[src/rtl/serial_adder_pkg.sv]
// serial_adder_pkg: state encoding and counter-width helper shared by the serial adder
package serial_adder_pkg;
  localparam logic [1:0] S_IDLE = 2'd0;
  localparam logic [1:0] S_RUN  = 2'd1;
  localparam logic [1:0] S_DONE = 2'd2;
  function automatic int cnt_w(input int width);
    return $clog2(width + 1);
  endfunction
endpackage

[src/rtl/full_adder_using_mux.sv]
// full_adder_using_mux: 1-bit full adder built from 2:1 mux selections
module full_adder_using_mux (
  input  logic a,
  input  logic b,
  input  logic c,
  output logic sum,
  output logic carry
);
  logic p;
  always_comb begin
    p     = a ? ~b : b;
    sum   = c ? ~p : p;
    carry = p ? c : a;
  end
endmodule

[src/rtl/serial_adder_ctrl.sv]
// serial_adder_ctrl: bit-serial WIDTH-bit adder sequencing one full-adder cell LSB-first
module serial_adder_ctrl
  import serial_adder_pkg::*;
#(
  parameter int WIDTH = 8
) (
  input  logic             clk,
  input  logic             rst_n,
  input  logic             start,
  input  logic [WIDTH-1:0] a,
  input  logic [WIDTH-1:0] b,
  input  logic             cin,
  output logic             busy,
  output logic             done,
  output logic [WIDTH-1:0] sum,
  output logic             cout
);
  localparam int CW = cnt_w(WIDTH);
  logic [1:0]       state_q, state_d;
  logic [CW-1:0]    cnt_q, cnt_d;
  logic             carry_q, carry_d;
  logic [WIDTH-1:0] sh_a_q, sh_a_d, sh_b_q, sh_b_d, sh_s_q, sh_s_d;
  logic [WIDTH-1:0] sum_q, sum_d;
  logic             cout_q, cout_d;
  logic             fa_sum, fa_carry, last;
  logic [WIDTH-1:0] s_nxt;
  full_adder_using_mux u_fa (
    .a    (sh_a_q[0]),
    .b    (sh_b_q[0]),
    .c    (carry_q),
    .sum  (fa_sum),
    .carry(fa_carry)
  );
  // shift form keeps the insert-at-MSB legal when WIDTH is 1
  assign s_nxt = (sh_s_q >> 1) | (WIDTH'(fa_sum) << (WIDTH - 1));
  assign last  = cnt_q == CW'(WIDTH - 1);
  always_comb begin
    state_d = state_q;
    cnt_d   = cnt_q;
    carry_d = carry_q;
    sh_a_d  = sh_a_q;
    sh_b_d  = sh_b_q;
    sh_s_d  = sh_s_q;
    sum_d   = sum_q;
    cout_d  = cout_q;
    if (state_q == S_IDLE && start) begin
      state_d = S_RUN;
      sh_a_d  = a;
      sh_b_d  = b;
      carry_d = cin;
      sh_s_d  = '0;
      cnt_d   = '0;
    end else if (state_q == S_RUN) begin
      sh_s_d  = s_nxt;
      sh_a_d  = sh_a_q >> 1;
      sh_b_d  = sh_b_q >> 1;
      carry_d = fa_carry;
      cnt_d   = cnt_q + CW'(1);
      state_d = last ? S_DONE : S_RUN;
      sum_d   = last ? s_nxt : sum_q;
      cout_d  = last ? fa_carry : cout_q;
    end else if (state_q == S_DONE) begin
      state_d = S_IDLE;
    end
  end
  always_ff @(posedge clk or negedge rst_n) begin
    if (!rst_n) begin
      state_q <= S_IDLE;
      cnt_q   <= '0;
      carry_q <= 1'b0;
      sh_a_q  <= '0;
      sh_b_q  <= '0;
      sh_s_q  <= '0;
      sum_q   <= '0;
      cout_q  <= 1'b0;
    end else begin
      state_q <= state_d;
      cnt_q   <= cnt_d;
      carry_q <= carry_d;
      sh_a_q  <= sh_a_d;
      sh_b_q  <= sh_b_d;
      sh_s_q  <= sh_s_d;
      sum_q   <= sum_d;
      cout_q  <= cout_d;
    end
  end
  assign busy = state_q == S_RUN;
  assign done = state_q == S_DONE;
  assign sum  = sum_q;
  assign cout = cout_q;
endmodule

[config.mk]
export PLATFORM = sky130hd
export DESIGN_NAME = serial_adder_ctrl
export DESIGN_NICKNAME = d
export VERILOG_FILES = /design/src/rtl/serial_adder_pkg.sv /design/src/rtl/full_adder_using_mux.sv /design/src/rtl/serial_adder_ctrl.sv
export SDC_FILE = /design/constraint.sdc
export NUM_CORES = 1
export LEC_CHECK = 0
export ABC_AREA = 0
export CAP_MARGIN = 20
export CORE_MARGIN = 1
export CORE_UTILIZATION = 47
export CTS_BUF_LIST = sky130_fd_sc_hd__clkbuf_4 sky130_fd_sc_hd__clkbuf_8
export DETAILED_ROUTE_END_ITERATION = 6
export PLACE_DENSITY = 0.71
export SETUP_SLACK_MARGIN = 0.15
export SYNTH_ARGS = -nofsm -noshare
export SYNTH_HDL_FRONTEND = slang
export SYNTH_SLANG_ARGS = --single-unit
[constraint.sdc]
create_clock -name clk -period 1.62 [get_ports clk]
set_input_delay 0.243 -clock clk [delete_from_list [all_inputs] [get_ports clk]]
set_output_delay 0.243 -clock clk [all_outputs]
set_load 0.05 [all_outputs]
==> results.sh <==
export IMPL_ys_async_sr_fraction=1.00
export IMPL_finalCoreUtilization=0.635
export IMPL_postSynthNetCount=182
export IMPL_netlist_top_cell_by_area="sky130_fd_sc_hd__dfrtp_1"
export IMPL_worstRegToRegCells=5
export IMPL_postSynthCellCount=157
export IMPL_die_x_um=63.7
export IMPL_avgViaCountPerCell=5.01
export IMPL_syn_area_per_cell_sq_um=11.4
export IMPL_min_path_type="input port to asynchronous set/reset pin"
export IMPL_synth_sequential_area_ratio=0.545
export IMPL_combinational_group_share_of_total_power=0.035
export IMPL_share_seq_of_total_power=0.522
export IMPL_placed_cells=232
export IMPL_globalplace_congestion=0.744
export IMPL_cts_sinks=39
export IMPL_cts_tree="built"
export IMPL_post_place_ws_ns=0.125
export IMPL_power_switching_w=0.000354
export IMPL_clkSlewWorstSetupHoldPaths_ns=0.07
export IMPL_place_port_buffers=30
export IMPL_worst_pin_slew_ns=0.488
export IMPL_vias_in_the_first_global_route=1272
export IMPL_finalWirelength_mm=3.25
export IMPL_element_type_at_the_critical_path_start="flop"
export IMPL_leakagePower_nw=0.903
export IMPL_setup_violations=0
export IMPL_detail_route_wl_per_cell_um=13.3
export IMPL_nets=220
export IMPL_fill_cell_total_of_the_finished_layout=296
export IMPL_synth_ff_type="sky130_fd_sc_hd__dfrtp_1"
export IMPL_route_vias_total=1223
export IMPL_post_route_cell_area_sq_mm=0.00232
export IMPL_yosys_register_bits=39
export IMPL_violations="negative hold slack"
export IMPL_slew_hr=0.675
export IMPL_timing_hold_violations_final=3
export IMPL_clkLatencyLatePin_ns=0.29
export IMPL_antenna_found_initial=0
export IMPL_holdBufCountCts=0
export IMPL_drtAntennaViolNets=0
export IMPL_finalWorstSetupSlack_ns=0.152
export IMPL_overflow=0
export IMPL_maximum_clock_rate_ghz=0.681
export IMPL_setup_total_negative_slack_ns=0
export IMPL_maximum_vdd_ir_drop_mv=0.462
export IMPL_synth_unique_cells=25
export IMPL_power_clock_fraction=0.444
export IMPL_p_int_w=0.00151
export IMPL_post_route_drc_count=0
export IMPL_fp_dieArea_sq_mm=0.00406
export IMPL_cts_max_path_buffers=2
export IMPL_io_pins=31
export IMPL_synth_top_cells_by_count="39 x sky130_fd_sc_hd__dfrtp_1, 23 x sky130_fd_sc_hd__nand2_1, 21 x sky130_fd_sc_hd__mux2i_1, 17 x sky130_fd_sc_hd__o21ai_1, 11 x sky130_fd_sc_hd__nor2_1"
export IMPL_final_cells=244
export IMPL_result_of_the_run="finished with violations"
export IMPL_starting_density_of_the_core=0.489
export IMPL_netSwitchingFraction=0.190
export IMPL_cts_root_buf="sky130_fd_sc_hd__clkbuf_8"
export IMPL_finalWorstPathRequiredPeriod_ns=1.47
export IMPL_timing_final_crit_share=0.906
export IMPL_drt_pre_antenna_iters=4
export IMPL_synth_edf_count=0
export IMPL_ys_warnings_count=0
export IMPL_synth_area_sq_mm=0.00179
export IMPL_grt_usage=0.180
export IMPL_endpoint_kind="flop"
export IMPL_grt_max_degree=40
export IMPL_fraction_of_final_layout_cells_sized_beyond_drive_strength_1=0.209
export IMPL_place_area_sq_mm=0.00217
export IMPL_first_iter_violations=79
export IMPL_htree_num_levels=2
export IMPL_crit_arrival_ns=1.64
export IMPL_fin_worst_hold_slack_ns=-0.00459
export IMPL_multiInputGateArea_sq_um=764
export IMPL_setup_repair_after_global_routing_missed_its_margin="true"
export IMPL_yosys_top_cells_area="sky130_fd_sc_hd__dfrtp_1 54%, sky130_fd_sc_hd__mux2i_1 12%, sky130_fd_sc_hd__mux2_4 5.0%, sky130_fd_sc_hd__nand2_1 4.8%, sky130_fd_sc_hd__o21ai_1 4.7%"
export IMPL_path_class="flop to flop"
export IMPL_netlist_area_leader_share=0.545
export IMPL_critical_path_data_required_time_ns=1.79
export IMPL_maxCapViolations=0
export IMPL_final_max_slew_viol_count=0
export IMPL_rows=22
export IMPL_skew_ns=0.00678
export IMPL_post_synth_top_count_cell="sky130_fd_sc_hd__dfrtp_1"
export IMPL_numCtsBuffers=5
export IMPL_dp_hpwl_mm=2.23
export IMPL_first_pass_grt_wire_length_mm=5.54
export IMPL_placeableCoreArea_sq_mm=0.00366
export IMPL_syn2layout_area_growth_pct=29.7
export IMPL_diodes=0
export IMPL_cp_max_fo=9
export IMPL_layout_area_seq_sq_um=977
export IMPL_die_h_um=63.7
export IMPL_cellPowerDensity_mw_per_mm2=803
==> worst max-delay path: stages (launching register included) <==
cell	delay [ns]
sky130_fd_sc_hd__dfrtp_1	0.41
sky130_fd_sc_hd__inv_2	0.11
sky130_fd_sc_hd__ha_4	0.19
sky130_fd_sc_hd__nand4b_1	0.15
sky130_fd_sc_hd__buf_12	0.18
sky130_fd_sc_hd__mux2_1	0.31
==> worst paths after layout <==
path                             from         end  slack (ns)
min                             rst_n      sum[3]      -0.005
max                        state_q[1]      sum[0]        0.15
max reg2reg                state_q[1]      sum[0]        0.15
min in group clk                 b[7]   sh_b_q[7]        0.49
max in group asynchronous       rst_n  state_q[0]        1.26
min reg2reg                    sum[7]      sum[7]        0.51
==> power by group through the flow <==
| stage | sequential, W | combinational, W | clock [W] |
|---|---|---|---|
| floorplan | 0.000992 | 0.000000511 | 0 |
| global placement | 0.000992 | 0.0000657 | 0 |
| detailed placement | 0.000992 | 0.0000672 | 0 |
| CTS | 0.000973 | 0.0000674 | 0.000852 |
| global route | 0.000972 | 0.0000720 | 0.000898 |
| finish | 0.000973 | 0.0000647 | 0.000828 |
==> layout make-up <==
class | count | share of cell area
Tap cell | 48 | 0.0258
Sequential cell | 39 | 0.421
Clock buffer | 6 | 0.0355
Timing Repair Buffer | 40 | 0.171
Inverter | 2 | 0.00323
Clock inverter | 2 | 0.0151
Multi-Input combinational cell | 107 | 0.329
==> per-stage QoR <==
| step | hold slack (ns) | power [W] |
|---|---|---|
| 2_1_floorplan | -0.0526 | 0.000993 |
| 3_3_place_gp | 0.316 | 0.00106 |
| 3_5_place_dp | 0.330 | 0.00106 |
| 4_1_cts | 0.0162 | 0.00189 |
| 5_1_grt | 0.0342 | 0.00194 |
| 6_report | -0.00459 | 0.00187 |
==> cells by family after synthesis <==
logic type / Yosys count / synth area share
and+or+nand+nor: 44 / 0.108
DFF: 39 / 0.545
muxes: 28 / 0.174
AOI/OAI and AO/OA: 25 / 0.0782
buffers and inverters: 11 / 0.0356
xor gates and xnor gates: 5 / 0.0244
adders and majority gates: 5 / 0.0349
==> state kept, by name, indices dropped and copies added, names as in the netlist <==
name,cells
sh_b_q,8
cnt_q,4
cout,1
sh_a_q,8
carry_q,1
state_q,2
sum,8
sh_s_q,7
==> cells in the final DEF, fill, tap and decap left out, types with 4 or more instances in the layout <==
cell and n:
sky130_fd_sc_hd__dfrtp_1 38, sky130_fd_sc_hd__mux2i_1 21, sky130_fd_sc_hd__a21oi_1 4, sky130_fd_sc_hd__buf_12 4
sky130_fd_sc_hd__o21ai_1 17, sky130_fd_sc_hd__nand2_1 23, sky130_fd_sc_hd__clkdlybuf4s50_1 18, sky130_fd_sc_hd__nand2b_1 5
sky130_fd_sc_hd__mux2_4 6, sky130_fd_sc_hd__clkbuf_8 6, sky130_fd_sc_hd__nor2_1 11, sky130_fd_sc_hd__buf_4 16
sky130_fd_sc_hd__ha_1 4
==> layer usage <==
| metal | GRT usage | up-vias | part of all wire |
|---|---|---|---|
| li1 | - | 608 | - |
| met1 | 0.216 | 590 | 0.47 |
| met2 | 0.302 | 20 | 0.47 |
| met3 | 0.0464 | 5 | 0.042 |
| met4 | 0.0795 | 0 | 0.012 |
| met5 | 0 | - | 0 |
==> what timing repair did <==
action,CTS,global route
cloned,0,0
gates resized for setup,1,2
setup buffers,3,1
pin swaps,1,0
endpoints found under the setup margin,5,10
No activity file was read; power rests on OpenSTA's default activity.
